<file path="src/rtl/whac_pkg.sv">
// Shared types and default constants for the whac-a-mole scoring path.
// Used by combo_tracker and score_counter so both agree on combo range.
package whac_pkg;

    typedef enum logic {
        IDLE   = 1'b0,
        STREAK = 1'b1
    } combo_state_t;

    localparam int unsigned MAX_COMBO_COUNT_DEF = 99;
    localparam int unsigned TIMEOUT_CYCLES_DEF  = 50_000_000;

endpackage

</file>
<file path="src/rtl/combo_timeout_timer.sv">
// Idle-time counter for an active combo streak.
// Ports:
//   clk, rst : clock and synchronous active-high reset
//   clear    : restart the count from 0 (takes priority over run)
//   run      : count one cycle while high
//   expire   : combinational, high when the count has reached TIMEOUT_CYCLES-1 and run is high
module combo_timeout_timer
    import whac_pkg::*;
#(
    parameter int unsigned TIMEOUT_CYCLES = TIMEOUT_CYCLES_DEF
) (
    input  logic clk,
    input  logic rst,
    input  logic clear,
    input  logic run,
    output logic expire
);

    localparam int unsigned      TW   = $clog2(TIMEOUT_CYCLES);
    localparam logic [TW-1:0]    LAST = TW'(TIMEOUT_CYCLES - 1);

    logic [TW-1:0] count;

    // Count stalls at LAST so it can never run past the timeout value.
    always_ff @(posedge clk) begin
        if (rst || clear) begin
            count <= '0;
        end else if (run && (count != LAST)) begin
            count <= count + TW'(1);
        end
    end

    assign expire = run && (count == LAST);

endmodule

</file>
<file path="src/rtl/combo_tracker.sv">
// Hit-streak (combo) tracker feeding score_counter.
// Ports:
//   clk, rst    : clock and synchronous active-high reset
//   game_active : level, high while a round is running
//   hit, miss   : one-cycle judgement pulses from the hit judge
//   combo_count : registered current streak, saturating at MAX_COMBO_COUNT
//   combo_break : registered one-cycle pulse when a non-zero streak returns to 0
//   best_combo  : registered highest combo_count since reset
module combo_tracker
    import whac_pkg::*;
#(
    parameter int unsigned MAX_COMBO_COUNT = MAX_COMBO_COUNT_DEF,
    parameter int unsigned TIMEOUT_CYCLES  = TIMEOUT_CYCLES_DEF
) (
    input  logic                               clk,
    input  logic                               rst,
    input  logic                               game_active,
    input  logic                               hit,
    input  logic                               miss,
    output logic [$clog2(MAX_COMBO_COUNT)-1:0] combo_count,
    output logic                               combo_break,
    output logic [$clog2(MAX_COMBO_COUNT)-1:0] best_combo
);

    localparam int unsigned   CW        = $clog2(MAX_COMBO_COUNT);
    localparam logic [CW-1:0] COMBO_MAX = CW'(MAX_COMBO_COUNT);

    combo_state_t  state;
    combo_state_t  state_next;
    logic [CW-1:0] combo_next;
    logic          break_next;
    logic          timer_clear;
    logic          timer_run;
    logic          expire;

    // Timer runs only during a streak; any event (or a timeout) restarts it.
    assign timer_run   = (state == STREAK);
    assign timer_clear = !game_active || miss || hit || expire;

    combo_timeout_timer #(
        .TIMEOUT_CYCLES(TIMEOUT_CYCLES)
    ) u_timer (
        .clk   (clk),
        .rst   (rst),
        .clear (timer_clear),
        .run   (timer_run),
        .expire(expire)
    );

    // State register.
    always_ff @(posedge clk) begin
        if (rst) begin
            state <= IDLE;
        end else begin
            state <= state_next;
        end
    end

    // Next-state logic; priority is game_active, miss, hit, then timeout.
    always_comb begin
        state_next = state;
        if (!game_active) begin
            state_next = IDLE;
        end else begin
            unique case (state)
                IDLE: begin
                    if (!miss && hit) begin
                        state_next = STREAK;
                    end
                end
                STREAK: begin
                    if (miss) begin
                        state_next = IDLE;
                    end else if (!hit && expire) begin
                        state_next = IDLE;
                    end
                end
                default: state_next = IDLE;
            endcase
        end
    end

    // Next combo value and break pulse, registered below.
    always_comb begin
        combo_next = combo_count;
        break_next = 1'b0;
        if (!game_active) begin
            combo_next = '0;
            break_next = (combo_count != '0);
        end else begin
            unique case (state)
                IDLE: begin
                    if (!miss && hit) begin
                        combo_next = CW'(1);
                    end
                end
                STREAK: begin
                    if (miss) begin
                        combo_next = '0;
                        break_next = 1'b1;
                    end else if (hit) begin
                        combo_next = (combo_count == COMBO_MAX) ? COMBO_MAX
                                                                : combo_count + CW'(1);
                    end else if (expire) begin
                        combo_next = '0;
                        break_next = 1'b1;
                    end
                end
                default: begin
                    combo_next = '0;
                end
            endcase
        end
    end

    // Output registers; best_combo tracks the new combo value on the same edge.
    always_ff @(posedge clk) begin
        if (rst) begin
            combo_count <= '0;
            combo_break <= 1'b0;
            best_combo  <= '0;
        end else begin
            combo_count <= combo_next;
            combo_break <= break_next;
            if (combo_next > best_combo) begin
                best_combo <= combo_next;
            end
        end
    end

endmodule

</file>
<file path="config.mk">
export PLATFORM = sky130hd
export DESIGN_NAME = combo_tracker
export DESIGN_NICKNAME = d
export VERILOG_FILES = /design/src/rtl/whac_pkg.sv /design/src/rtl/combo_timeout_timer.sv /design/src/rtl/combo_tracker.sv
export SDC_FILE = /design/constraint.sdc
export NUM_CORES = 1
export LEC_CHECK = 0
export ABC_CLOCK_PERIOD_IN_PS = 3100
export BUFFER_PORTS_ARGS = -buffer_cell sky130_fd_sc_hd__buf_2
export CAP_MARGIN = 20
export CELL_PAD_IN_SITES_DETAIL_PLACEMENT = 1
export CELL_PAD_IN_SITES_GLOBAL_PLACEMENT = 1
export CORE_MARGIN = 2
export CORE_UTILIZATION = 40
export CTS_CLUSTER_SIZE = 10
export DETAILED_ROUTE_END_ITERATION = 10
export GPL_ROUTABILITY_DRIVEN = 0
export PLACE_DENSITY_LB_ADDON = 0.12
export SLEW_MARGIN = 30
export SYNTH_ARGS = -nofsm -noshare
export SYNTH_HDL_FRONTEND = slang
export SYNTH_SLANG_ARGS = --single-unit
</file>
<file path="constraint.sdc">
create_clock -name clk -period 3.1 [get_ports clk]
set_input_delay 0.62 -clock clk [delete_from_list [all_inputs] [get_ports clk]]
set_output_delay 0.62 -clock clk [all_outputs]
set_load 0.05 [all_outputs]
</file>
=== Yosys cells after proc, flatten, opt, wreduce, memory -nomap -nowiden ===
Index checks and enable logic that the tools add are counted.

* Flip-flop bits (word level): 42
* Output and inout port bits: 15
* Logic and storage cells: 42

* Add/subtract/negate cells: 2
* $lt $le $gt $ge: 1
* Equality and inequality tests: 3
* Multiplexer cells: 16
* Bitwise operators: 2
* Reductions and logical operators: 13

{| class="wikitable"
|+ Operators by type and width
! kind !! count
|-
| 2-to-1 mux 7 bit || 6
|-
| adder 26 x 1 -> 26 bit (second input constant) || 1
|-
| equality test 26 bit (second input constant) || 1
|-
| inequality test 26 bit (second input constant) || 1
|-
| case mux 7 bit (2 select lines) || 1
|-
| 2-to-1 mux 1 bit || 8
|-
| adder 7 x 1 -> 7 bit (second input constant) || 1
|-
| equality test 7 bit (second input constant) || 1
|-
| greater-than comparator 7 bit || 1
|-
| nonzero test 7 bit || 1
|-
| logical AND 1 bit || 4
|-
| logical OR 1 bit || 4
|-
| zero test 1 bit || 3
|-
| NOT 1 bit || 2
|-
| case mux 1 bit (2 select lines) || 1
|-
| OR reduction 2 bit || 1
|}

=== Depth between registers and ports, before layout ===
* Word-level depth: 8
* Mapped depth: 14
* Gate-level depth less buffers: 12

=== Modules after synthesis ===
Synthesis repeated with hierarchy kept, for this count alone.

* Cells, all modules: 271
* Area, all modules: 2297.2 µm²

{| class="wikitable"
|+ Modules (own cells, without submodules)
! module !! times used !! cells an instance !! area each (µm²)
|-
| combo_timeout_timer || 1 || 149 || 1266.2
|-
| combo_tracker || 1 || 122 || 1031.0
|}

=== Least setup slack after synthesis ===
No wires, ideal clock.

* Path type: flip-flop to flip-flop
* Start: register u_timer.count[0]
* End: register best_combo[1]
* Library setup time: 0.086 ns
* Data arrival time: 2.871 ns
* Data required time: 3.014 ns
* Path slack: 0.144 ns
* Cell stages (with the launch flop): 15
* Cell sequence: dfxtp_1 ha_1 nand4_4 or4_1 buf_2 o21ai_0 and3_1 inv_1 ha_1 nand3b_1 a21oi_1 o22a_1 clkbuf_1 nor2_1 a211oi_1

* Cells in the longest elaborated chain, start to end: 8

{| class="wikitable"
|+ RTL lines
! what !! RTL line !! source
|-
| start: declaration || combo_timeout_timer.sv:22 || <nowiki>logic [TW-1:0] count;</nowiki>
|-
| start signal: assignment || combo_timeout_timer.sv:29 || <nowiki>count <= count + TW'(1);</nowiki>
|-
| equality test 26 bit * || combo_timeout_timer.sv:33 || <nowiki>assign expire = run && (count == LAST);</nowiki>
|-
| logical AND 1 bit * || combo_timeout_timer.sv:33 ||
|-
| 2-to-1 mux 7 bit * || combo_tracker.sv:104 || <nowiki>end else if (expire) begin</nowiki>
|-
| 2-to-1 mux 7 bit * || combo_tracker.sv:101 || <nowiki>end else if (hit) begin</nowiki>
|-
| 2-to-1 mux 7 bit * || combo_tracker.sv:98 || <nowiki>if (miss) begin</nowiki>
|-
| case mux 7 bit (2 select lines) * || combo_tracker.sv:91 || <nowiki>unique case (state)</nowiki>
|-
| 2-to-1 mux 7 bit * || combo_tracker.sv:87 || <nowiki>if (!game_active) begin</nowiki>
|-
| named net combo_next[1] || combo_tracker.sv:30 || <nowiki>logic [CW-1:0] combo_next;</nowiki>
|-
| greater-than comparator 7 bit || combo_tracker.sv:125 || <nowiki>if (combo_next > best_combo) begin</nowiki>
|-
| end signal: assignment || combo_tracker.sv:126 || <nowiki>best_combo <= combo_next;</nowiki>
|-
| end: declaration || combo_tracker.sv:22 || <nowiki>output logic [$clog2(MAX_COMBO_COUNT)-1:0] best_combo</nowiki>
|}

The timed path passes the listed nets; every way through them passes the cells marked *.
A chain may end at the register's enable or synchronous reset.

=== Worst setup path in the final report ===
* Start: register u_timer.count[8]
* End: register best_combo[0]

* Cells in the longest elaborated chain, start to end: 8

{| class="wikitable"
|+ RTL lines
! what !! RTL line
|-
| equality test 26 bit || combo_timeout_timer.sv:33
|-
| logical AND 1 bit || combo_timeout_timer.sv:33
|-
| 2-to-1 mux 7 bit || combo_tracker.sv:104
|-
| 2-to-1 mux 7 bit || combo_tracker.sv:101
|-
| 2-to-1 mux 7 bit || combo_tracker.sv:98
|-
| case mux 7 bit (2 select lines) || combo_tracker.sv:91
|-
| 2-to-1 mux 7 bit || combo_tracker.sv:87
|-
| named net combo_next[2] || combo_tracker.sv:30
|-
| greater-than comparator 7 bit || combo_tracker.sv:125
|}

The timed path passes the listed nets, and every way through them passes these cells.

==> results.py <==
metrics = {
    "drt": {
        "drc_errors": 0,
        "drtIter0Drc": 109,
        "drt-total-wl_um": 6710,
        "via_per_inst": 5.55,
        "ant_nets": 0,
        "drt_pre_antenna_iters": 4,
        "drt-wirelength-per-cell_um": 16.5,
        "dr_total_vias": 2258,
    },
    "critical_path": {
        "setup.worst_path.start_class": "register",
        "critical-path-top-cell-by-count": "sky130_fd_sc_hd__a21oi_2",
        "path_cells": "or4_4, nor4b_4, nand4_1, buf_4, nand3_2, inv_1, ha_1, a21oi_2, a21oi_2, o22a_2, nor3b_1, a31o_2",
        "slowest_stage": "sky130_fd_sc_hd__or4_4",
        "buf_inv_on_cp": 2,
        "timing.critical_path.fanout_max": 6,
        "worstSetupEndpointType": "register",
        "critPathArrivalTime_ns": 3.32,
        "timing.critical_path.max_delay_family": "simple AND/OR/NAND/NOR gates",
        "max_stage_delay_ns": 0.54,
        "regToRegSetupSlack_ns": 0.03,
        "worstSetupPathType": "register to register",
        "cp_data_required_time_ns": 3.35,
    },
    "placed_design": {
        "worst_setup_slack_before_clock_tree_synthesis_ns": -0.277,
        "place_hpwl_um": 4870,
        "port-buffer-count": 19,
    },
    "floorplan": {
        "initial_utilization_pct": 40.9,
        "die-height_um": 81.3,
        "die-width_um": 81.3,
        "coreArea_um2": 5850,
        "die_area_um2": 6610,
        "rows": 28,
        "num_io_pins": 20,
    },
    "timing": {
        "setup_repair_after_global_routing_missed_its_margin": "true",
        "maxSlewHeadroom_pct": 52.8,
        "holdWs_ns": 0.510,
        "post-route-min-period_ns": 3.07,
        "final.setup.worst_slack_ns": 0.0292,
        "finalSetupViolCount": 0,
        "max_freq_mhz": 326,
        "final.setup_skew_ns": 0.0130,
        "slew_viols_final": 0,
        "worst_margin_pin_slew_ns": 0.701,
        "final_hold_violating_endpoints": 0,
        "timing.final.crit_share_pct": 99.1,
    },
    "finish": {
        "layout-area-overhead-vs-synth_pct": 19.5,
        "fill_cells": 724,
        "final_layout_size_suffix_gt1_share_pct": 22.0,
        "antenna-diode-count": 0,
        "nets": 346,
    },
    "pwr": {
        "internal_power_w": 0.000895,
        "clock_power_share_pct": 33.5,
        "combPwrFrac_pct": 23.2,
        "largest_voltage_drop_on_the_vdd_net_v": 0.000322,
        "p_sw_share_pct": 32.4,
        "p_seq_share_pct": 43.3,
        "power_per_cell_area_nw_per_um2": 464,
        "cellLeakagePower_nw": 1.04,
        "power.switching_w": 0.000430,
    },
    "global_route": {
        "groute.usage.overall_pct": 21.2,
        "grt_max_degree": 18,
        "grt_pass1_vias": 2223,
        "grt_overflow": 0,
        "grt_first_pass_wirelength_um": 10900,
        "grt_antenna_before_repair": 0,
    },
    "yosys": {
        "async_flop_share_pct": 0,
        "synth_cell_type_count": 48,
        "synth_net_count": 306,
        "ys.warnings.count": 0,
        "synth_seq_cells": 42,
        "synth_area_per_cell_um2": 8.22,
        "postSynthCellCount": 291,
        "dominantRegCellSynth": "sky130_fd_sc_hd__dfxtp_1",
        "synth.cell_area_um2": 2390,
        "number_of_synthesized_flops_with_an_enable_pin": 0,
        "synth_sequential_area_ratio_pct": 35.2,
    },
    "clock_tree": {
        "path_clk_slew_ns": 0.09,
        "post_cts_hold_buffer_count": 0,
        "tritoncts.num_buffers": 5,
        "clock_sink_count": 42,
        "clock_tree.htree_level_count": 2,
        "cts.root.buffer_cell": "sky130_fd_sc_hd__clkbuf_8",
        "tritoncts": "built",
        "clk-insertion-delay-late_ns": 0.30,
        "cts_max_path_buffers": 2,
    },
    "run": {
        "drv.max_cap_violation_count": 0,
    },
    "status": {
        "status": "finished clean",
    },
    "worst_hold_path": {
        "timing.hold.worst.class": "register to register",
    },
}
[through the flow]
| stage | total power (W) | utilization [%] | TNS, ns | instances | instance area, µm² |
|---|---|---|---|---|---|
| after detailed placement | 0.000856 | 45.8 | -1.68 | 397 | 2680 |
| after global placement | 0.000846 | 45.8 | -0.975 | 397 | 2680 |
| final | 0.00132 | 48.8 | 0 | 407 | 2860 |
| after floorplan | 0.000799 | - | 0 | 291 | 2390 |
| after CTS | 0.00130 | 47.9 | 0 | 405 | 2800 |
| after global routing | 0.00139 | 48.8 | -0.920 | 407 | 2860 |
[flip-flops by register name (all words and copies together) (netlist names)]
name	flops
combo_count	7
combo_break	1
u_timer.count	26
best_combo	7
state	1
[cell type report]
cell class                 count  area (µm²)  area share (%)
multi-input combinational    219        1470            51.4
timing repair buffer          41         260            9.11
tap                           75        93.8            3.29
sequential                    42         841            29.4
clock inverter                 2        37.5            1.31
inverter                      22        82.6            2.89
clock buffer                   6        72.6            2.54
[power by group through the flow]
stage	registers, W	logic [W]	clock network [W]
floorplan	0.000649	0.000150	0
CTS	0.000573	0.000274	0.000457
finish	0.000574	0.000307	0.000444
detailed placement	0.000586	0.000270	0
global placement	0.000586	0.000260	0
global route	0.000577	0.000336	0.000474
[worst register-to-register path, stage by stage (launching register included)]
cell	delay [ns]
sky130_fd_sc_hd__dfxtp_1	0.33
sky130_fd_sc_hd__or4_4	0.54
sky130_fd_sc_hd__nor4b_4	0.29
sky130_fd_sc_hd__nand4_1	0.27
sky130_fd_sc_hd__buf_4	0.23
sky130_fd_sc_hd__nand3_2	0.10
sky130_fd_sc_hd__inv_1	0.06
sky130_fd_sc_hd__ha_1	0.32
sky130_fd_sc_hd__a21oi_2	0.19
sky130_fd_sc_hd__a21oi_2	0.09
sky130_fd_sc_hd__o22a_2	0.24
sky130_fd_sc_hd__nor3b_1	0.23
sky130_fd_sc_hd__a31o_2	0.14
[worst paths after layout]
check | startpoint | to | depth (start not counted)
worst min-delay path | best_combo[3]$_SDFFE_PP0N_ | best_combo[3]$_SDFFE_PP0N_ | 2
worst max register to register | u_timer.count[8]$_SDFFE_PP0P_ | best_combo[0]$_SDFFE_PP0N_ | 12
worst min register to register | best_combo[3]$_SDFFE_PP0N_ | best_combo[3]$_SDFFE_PP0N_ | 2
worst max-delay path | u_timer.count[8]$_SDFFE_PP0P_ | best_combo[0]$_SDFFE_PP0N_ | 12
[logic make-up after synthesis]
logic type                 after synthesis  share of synthesized area [%]
buffers and inverters                   31                           5.97
DFF                                     42                           35.2
xor gates and xnor gates                19                           6.96
muxes                                    5                           2.09
adders and majority gates               10                           5.23
AOI/OAI and AO/OA                       47                           13.2
and+or+nand+nor                        137                           31.4
[placed cells by master, fill, tap and decap left out, drive strengths merged, types with 4 or more instances in the layout]
cell type,instances
nand4,12
o21ai,13
nor2b,6
buf,41
or3,5
clkbuf,6
nand2,20
and3,4
inv,22
mux2i,5
ha,10
xnor2,14
a21oi,7
nor3,9
nor4,10
dfxtp,42
xor2,5
nor2,36
or4,4
nand3,17
a211oi,5
nand2b,5
[per-layer routing]
layer	GRT usage, %	vias up	wire length (µm)
li1	-	1128	-
met2	31.8	26	2910
met5	0	-	0
met4	4.92	0	63
met1	31.5	1096	3570
met3	3.44	8	168
[synthesized netlist by cell type, types with 2 or more instances]
library cell	instances	area [µm²]
sky130_fd_sc_hd__xor2_1	5	43.8
sky130_fd_sc_hd__nor2_2	4	25.0
sky130_fd_sc_hd__dfxtp_1	42	841
sky130_fd_sc_hd__o2111ai_1	3	26.3
sky130_fd_sc_hd__nand2b_1	5	31.3
sky130_fd_sc_hd__a31o_2	3	26.3
sky130_fd_sc_hd__and3_1	4	25.0
sky130_fd_sc_hd__a21o_1	2	15.0
sky130_fd_sc_hd__a211oi_1	5	37.5
sky130_fd_sc_hd__o21ai_0	12	60.1
sky130_fd_sc_hd__clkbuf_1	5	18.8
sky130_fd_sc_hd__inv_1	22	82.6
sky130_fd_sc_hd__or3_1	4	25.0
sky130_fd_sc_hd__o211ai_1	3	22.5
sky130_fd_sc_hd__nand3b_1	2	15.0
sky130_fd_sc_hd__nor2b_1	6	37.5
sky130_fd_sc_hd__o41ai_1	3	26.3
sky130_fd_sc_hd__a31oi_1	2	12.5
sky130_fd_sc_hd__nand2_1	19	71.3
sky130_fd_sc_hd__nand4_1	11	68.8
sky130_fd_sc_hd__o22ai_1	3	18.8
sky130_fd_sc_hd__or4_1	3	22.5
sky130_fd_sc_hd__ha_1	10	125
sky130_fd_sc_hd__mux2i_1	5	50.1
sky130_fd_sc_hd__nor2_1	32	120
sky130_fd_sc_hd__nor4_1	10	62.6
sky130_fd_sc_hd__a21oi_1	7	35.0
sky130_fd_sc_hd__nor3_1	9	45.0
sky130_fd_sc_hd__buf_2	2	10.0
sky130_fd_sc_hd__nand3_1	17	85.1
sky130_fd_sc_hd__xnor2_1	14	123
[timing repair]
item	in CTS	in global routing
endpoints found under the setup margin	7	7
pin swaps	1	3
buffers inserted	0	1
gates resized for setup	3	8
hold endpoints to repair	0	0
gates cloned	0	1
Power figures use the tool's default switching activity.
